### src/rtl/jk_pkg.sv
// Shared definitions for JK-cell based counters and shift stages:
// direction constants and the carry look-ahead toggle-vector function.
package jk_pkg;

  localparam logic CNT_UP = 1'b1;
  localparam logic CNT_DN = 1'b0;

  localparam int JK_MAX_W = 16;

  // T[0] follows EN; every higher bit toggles only when all lower bits are
  // at the direction's terminal value (ones going up, zeros going down).
  function automatic logic [JK_MAX_W-1:0] calc_toggle(
    input logic [JK_MAX_W-1:0] q,
    input logic                up,
    input logic                en
  );
    logic [JK_MAX_W-1:0] t;
    t[0] = en;
    for (int i = 1; i < JK_MAX_W; i++) begin
      t[i] = t[i-1] & ((up == CNT_UP) ? q[i-1] : ~q[i-1]);
    end
    return t;
  endfunction

endpackage

### src/rtl/jk_cell.sv
// One JK master-slave style bit with synchronous preset and parallel load.
// Priority per edge: PRE > LD > J/K (00 hold, 01 reset, 10 set, 11 toggle).
module jk_cell
  import jk_pkg::*;
(
  input  logic clk,
  input  logic PRE,
  input  logic PRE_VAL,
  input  logic LD,
  input  logic LD_VAL,
  input  logic J,
  input  logic K,
  output logic Q,
  output logic QBAR
);

  logic q_q;
  logic q_d;

  always_comb begin
    q_d = q_q;
    if (LD) begin
      q_d = LD_VAL;
    end else begin
      unique case ({J, K})
        2'b00:   q_d = q_q;
        2'b01:   q_d = 1'b0;
        2'b10:   q_d = 1'b1;
        default: q_d = ~q_q;
      endcase
    end
  end

  always_ff @(posedge clk) begin
    if (PRE) begin
      q_q <= PRE_VAL;
    end else begin
      q_q <= q_d;
    end
  end

  assign Q    = q_q;
  assign QBAR = ~q_q;

endmodule

### src/rtl/jk_sync_counter.sv
// Synchronous up/down counter of WIDTH JK cells with look-ahead toggle gating.
// Optional modulo-N counting is enabled by defining JK_CNT_MODN_EN.
module jk_sync_counter
  import jk_pkg::*;
#(
  parameter int               WIDTH      = 4,
  parameter logic [WIDTH-1:0] PRESET_VAL = '0
`ifdef JK_CNT_MODN_EN
  ,
  parameter int               MODULUS    = 10
`endif
) (
  input  logic             clk,
  input  logic             PRE,
  input  logic             EN,
  input  logic             UP,
  input  logic             LOAD,
  input  logic [WIDTH-1:0] D,
  output logic [WIDTH-1:0] Q,
  output logic [WIDTH-1:0] QBAR,
  output logic             TC,
  output logic             RCO,
  output logic             OVF
);

  logic [WIDTH-1:0]    q_vec;
  logic [WIDTH-1:0]    qbar_vec;
  logic [JK_MAX_W-1:0] q_ext;
  logic [JK_MAX_W-1:0] t_full;
  logic [WIDTH-1:0]    t_vec;
  logic                cell_ld;
  logic [WIDTH-1:0]    cell_ld_val;
  logic                wrap;
  logic                ovf_q;
  logic                ovf_d;

  always_comb begin
    q_ext             = '0;
    q_ext[WIDTH-1:0]  = q_vec;
    t_full            = calc_toggle(q_ext, UP, EN);
    t_vec             = t_full[WIDTH-1:0];
  end

`ifdef JK_CNT_MODN_EN
  localparam logic [WIDTH-1:0] MOD_MAX = WIDTH'(MODULUS - 1);

  logic mod_up_wrap;
  logic mod_dn_wrap;

  // Modulo wraps reuse the cells' load path; values above MOD_MAX count in
  // plain binary until the natural all-ones rollover.
  always_comb begin
    mod_up_wrap = EN & (UP == CNT_UP) & (q_vec == MOD_MAX);
    mod_dn_wrap = EN & (UP == CNT_DN) & (q_vec == '0);
    TC          = (UP == CNT_UP) ? (q_vec == MOD_MAX) : (q_vec == '0);
    cell_ld     = LOAD | mod_up_wrap | mod_dn_wrap;
    cell_ld_val = D;
    if (!LOAD) begin
      cell_ld_val = mod_dn_wrap ? MOD_MAX : '0;
    end
    wrap = (TC & EN) | (EN & (UP == CNT_UP) & (&q_vec));
  end
`else
  always_comb begin
    TC          = (UP == CNT_UP) ? (&q_vec) : ~(|q_vec);
    cell_ld     = LOAD;
    cell_ld_val = D;
    wrap        = TC & EN;
  end
`endif

  genvar gi;
  generate
    for (gi = 0; gi < WIDTH; gi++) begin : g_cell
      jk_cell u_cell (
        .clk     (clk),
        .PRE     (PRE),
        .PRE_VAL (PRESET_VAL[gi]),
        .LD      (cell_ld),
        .LD_VAL  (cell_ld_val[gi]),
        .J       (t_vec[gi]),
        .K       (t_vec[gi]),
        .Q       (q_vec[gi]),
        .QBAR    (qbar_vec[gi])
      );
    end
  endgenerate

  // A user LOAD pre-empts counting, so it can never cause a wrap.
  always_comb begin
    ovf_d = ovf_q | (wrap & ~LOAD);
  end

  always_ff @(posedge clk) begin
    if (PRE) begin
      ovf_q <= 1'b0;
    end else begin
      ovf_q <= ovf_d;
    end
  end

  assign Q    = q_vec;
  assign QBAR = qbar_vec;
  assign RCO  = TC & EN;
  assign OVF  = ovf_q;

endmodule

### config.mk
export PLATFORM = sky130hd
export DESIGN_NAME = jk_sync_counter
export DESIGN_NICKNAME = d
export VERILOG_FILES = /design/src/rtl/jk_pkg.sv /design/src/rtl/jk_cell.sv /design/src/rtl/jk_sync_counter.sv
export SDC_FILE = /design/constraint.sdc
export NUM_CORES = 1
export LEC_CHECK = 0
export CAP_MARGIN = 0
export CORE_AREA = 2 2 39 41
export DETAILED_ROUTE_END_ITERATION = 10
export DIE_AREA = 0 0 41 43
export GPL_TIMING_DRIVEN = 0
export HOLD_SLACK_MARGIN = 0.05
export PLACE_DENSITY = 0.67
export REMOVE_ABC_BUFFERS = 1
export SLEW_MARGIN = 20
export SYNTH_ARGS = -nofsm -noshare
export SYNTH_HDL_FRONTEND = slang
export SYNTH_SLANG_ARGS = --single-unit
### constraint.sdc
create_clock -name clk -period 1.3 [get_ports clk]
set_clock_uncertainty 0.05 [all_clocks]
set_input_delay 0.26 -clock clk [delete_from_list [all_inputs] [get_ports clk]]
set_output_delay 0.26 -clock clk [all_outputs]
set_load 0.01 [all_outputs]
==> results of run 1 <==
cell families after synthesis:
logic type / Yosys count / share of synthesized area
buffers and inverters: 18 / 0.258
xor gates and xnor gates: 2 / 0.0426
and+or+nand+nor: 17 / 0.246
muxes: 1 / 0.0274
AOI/OAI and AO/OA: 9 / 0.182
DFF: 5 / 0.243
report_power, final:
part / switching, mW / leakage [nW] / internal, mW
sequential: 0.0145 / 0.0435 / 0.166
combinational: 0.0769 / 0.228 / 0.0954
clock: 0.0736 / 0.0150 / 0.117
registers in the layout, indices dropped and copies added, names as in the netlist:
| register | flops |
|---|---|
| OVF | 1 |
| g_cell.u_cell.Q | 4 |
layout make-up:
| type | instances | share of cell area |
|---|---|---|
| Tap cell | 16 | 0.0328 |
| Clock buffer | 4 | 0.0430 |
| Multi-Input combinational cell | 29 | 0.361 |
| Inverter | 7 | 0.0430 |
| Timing Repair Buffer | 25 | 0.336 |
| Sequential cell | 5 | 0.184 |
cells in the mapped netlist (2+ instances only):
cell type / count / area [sq um]
o21ai_0: 2 / 10.0
inv_1: 7 / 26.3
nand2_1: 2 / 7.51
xor2_1: 2 / 17.5
buf_4: 8 / 60.1
nor2_1: 5 / 18.8
dfxtp_1: 5 / 100
metal layers:
| metal | up-vias | part of all wire | global-route usage |
|---|---|---|---|
| met1 | 195 | 0.45 | 0.169 |
| met2 | 9 | 0.49 | 0.166 |
| li1 | 210 | - | - |
| met4 | 0 | 0 | 0.100 |
| met3 | 0 | 0.057 | 0.0471 |
| met5 | - | 0 | 0 |
path summary, 6_finish.rpt:
kind	cells past startpoint	startpoint	end	slack [ns]
worst max-delay path	4	g_cell[2].u_cell.Q$_SDFFE_PP0P_	RCO	-0.33
worst min-delay path	2	PRE	g_cell[0].u_cell.Q$_SDFFE_PP0P_	0.41
worst max register to register	5	g_cell[2].u_cell.Q$_SDFFE_PP0P_	OVF$_SDFF_PP0_	-0.15
worst min register to register	1	OVF$_SDFF_PP0_	OVF$_SDFF_PP0_	0.41
what timing repair did:
action,in CTS,in global routing
endpoints found under the setup margin,15,7
buffers inserted,6,0
gates resized for setup,46,5
pin swaps,5,1
endpoints found under the hold margin,0,0
worst max-delay path: stages, from the launching register on:
cell     delay, ns
dfxtp_4       0.35
and4_4        0.19
mux2_4        0.27
and2_4        0.16
buf_6         0.11
metrics by stage:
step,cell area [sq um],utilization,TNS [ns],worst slack (ns)
4_1_cts,617,0.446,-0.867,-0.350
3_5_place_dp,542,0.392,-3.62,-0.915
3_3_place_gp,542,0.392,-3.45,-0.906
2_1_floorplan,332,-,-0.135,-0.131
5_1_grt,611,0.441,-1.14,-0.367
6_report,611,0.441,-0.860,-0.330
==> metrics, run 1 <==
outcome=complete, but fails checks; failing checks=setup timing; Antenna Violating Nets Remaining=0; most frequent cells in the layout=inv_1, dlygate4sd2_1, nor2_1, buf_4, clkdlybuf4s50_1; LEAKAGE=0.286 nW; Crit path required time=0.99 ns; Clk Latency, worst-skew pair=0.25 ns; First DRT Iteration DRCs=8; drt first pass iters=4; TritonCTS buffer count=3; RD Place Congestion=0.725; multi-input logic area=220 sq um; Post-synth EDFFs=0; measured slew at the worst slew-check pin=0.321 ns; synthesized cell area=412 sq um; Post-synth top flop=dfxtp_1; first-pass GRT wire length=1.49 mm; DRT Wirelength=979 um; Hold Buf Count CTS=0; fmax=613 MHz; Power per Cell Area=889 nW/um^2; WL per Instance=11.4 um; die footprint=1760 sq um; Max VDD drop=0.000417 V; Starting Density=0.297; Final Max Tran Viols=0; post-route clock period utilization=1.25; Post-Place Cells=76; vias per cell=4.81; slew margin rel.=0.786; crit path DAT=1.32 ns; die height=43 um; Period minus WS final=1.63 ns; Setup CP Type=flip-flop to output pin; CP Launch Type=flip-flop; vias=414; Seq cells post-synth=5; # rows=14; # DRC=0; Synth-to-Final Area Change=48.3%; layout cells sized above 1=0.386; most common cell after layout, fill and taps aside=inv_1; synth unique cells=28; worst setup margin=-0.330 ns; unrepaired setup endpoints after global routing=true; overall routing resource usage=0.130; vias in the first global route=355; initial antenna violation count=0; HP Class=input pin to flip-flop; Sequential Area=113 sq um; Crit Path Max Fanout=3; register area share after synthesis=0.243; Synthesis Warnings=0; Final Non-Filler Cells=86; n_diodes=0; Die W=41 um; IO Port Bufs=19; nets@finish=80; Sink Count=5; ys async rst share=0; Filler Cells Inserted=154; CTS H-tree depth=1; CP endpoint kind=output pin; Hold Violations, Final=0; Hold WS=0.408 ns; Final setup viols=5; clk root buf=clkbuf_4; CTS tree=built; Core ar.=1380 sq um; # Max-Cap Violations=0; Worst-path clk slew=0.05 ns; maximum buffer depth of the clock tree=2; syn_area_per_cell=7.92 sq um; total power draw=0.543 mW; Post-DP HPWL=663 um; Top-Level Pins=20; Synth Instances=52; pin count of the biggest net entering global routing=9; global route overflow=0
Power figures use the tool's default switching activity.
==> run 2: changes to the inputs <==
SLEW_MARGIN = 30   (was 20)
==> results of run 2 <==
Same layout as run 1: the final DEF is identical, and so are final timing and power.
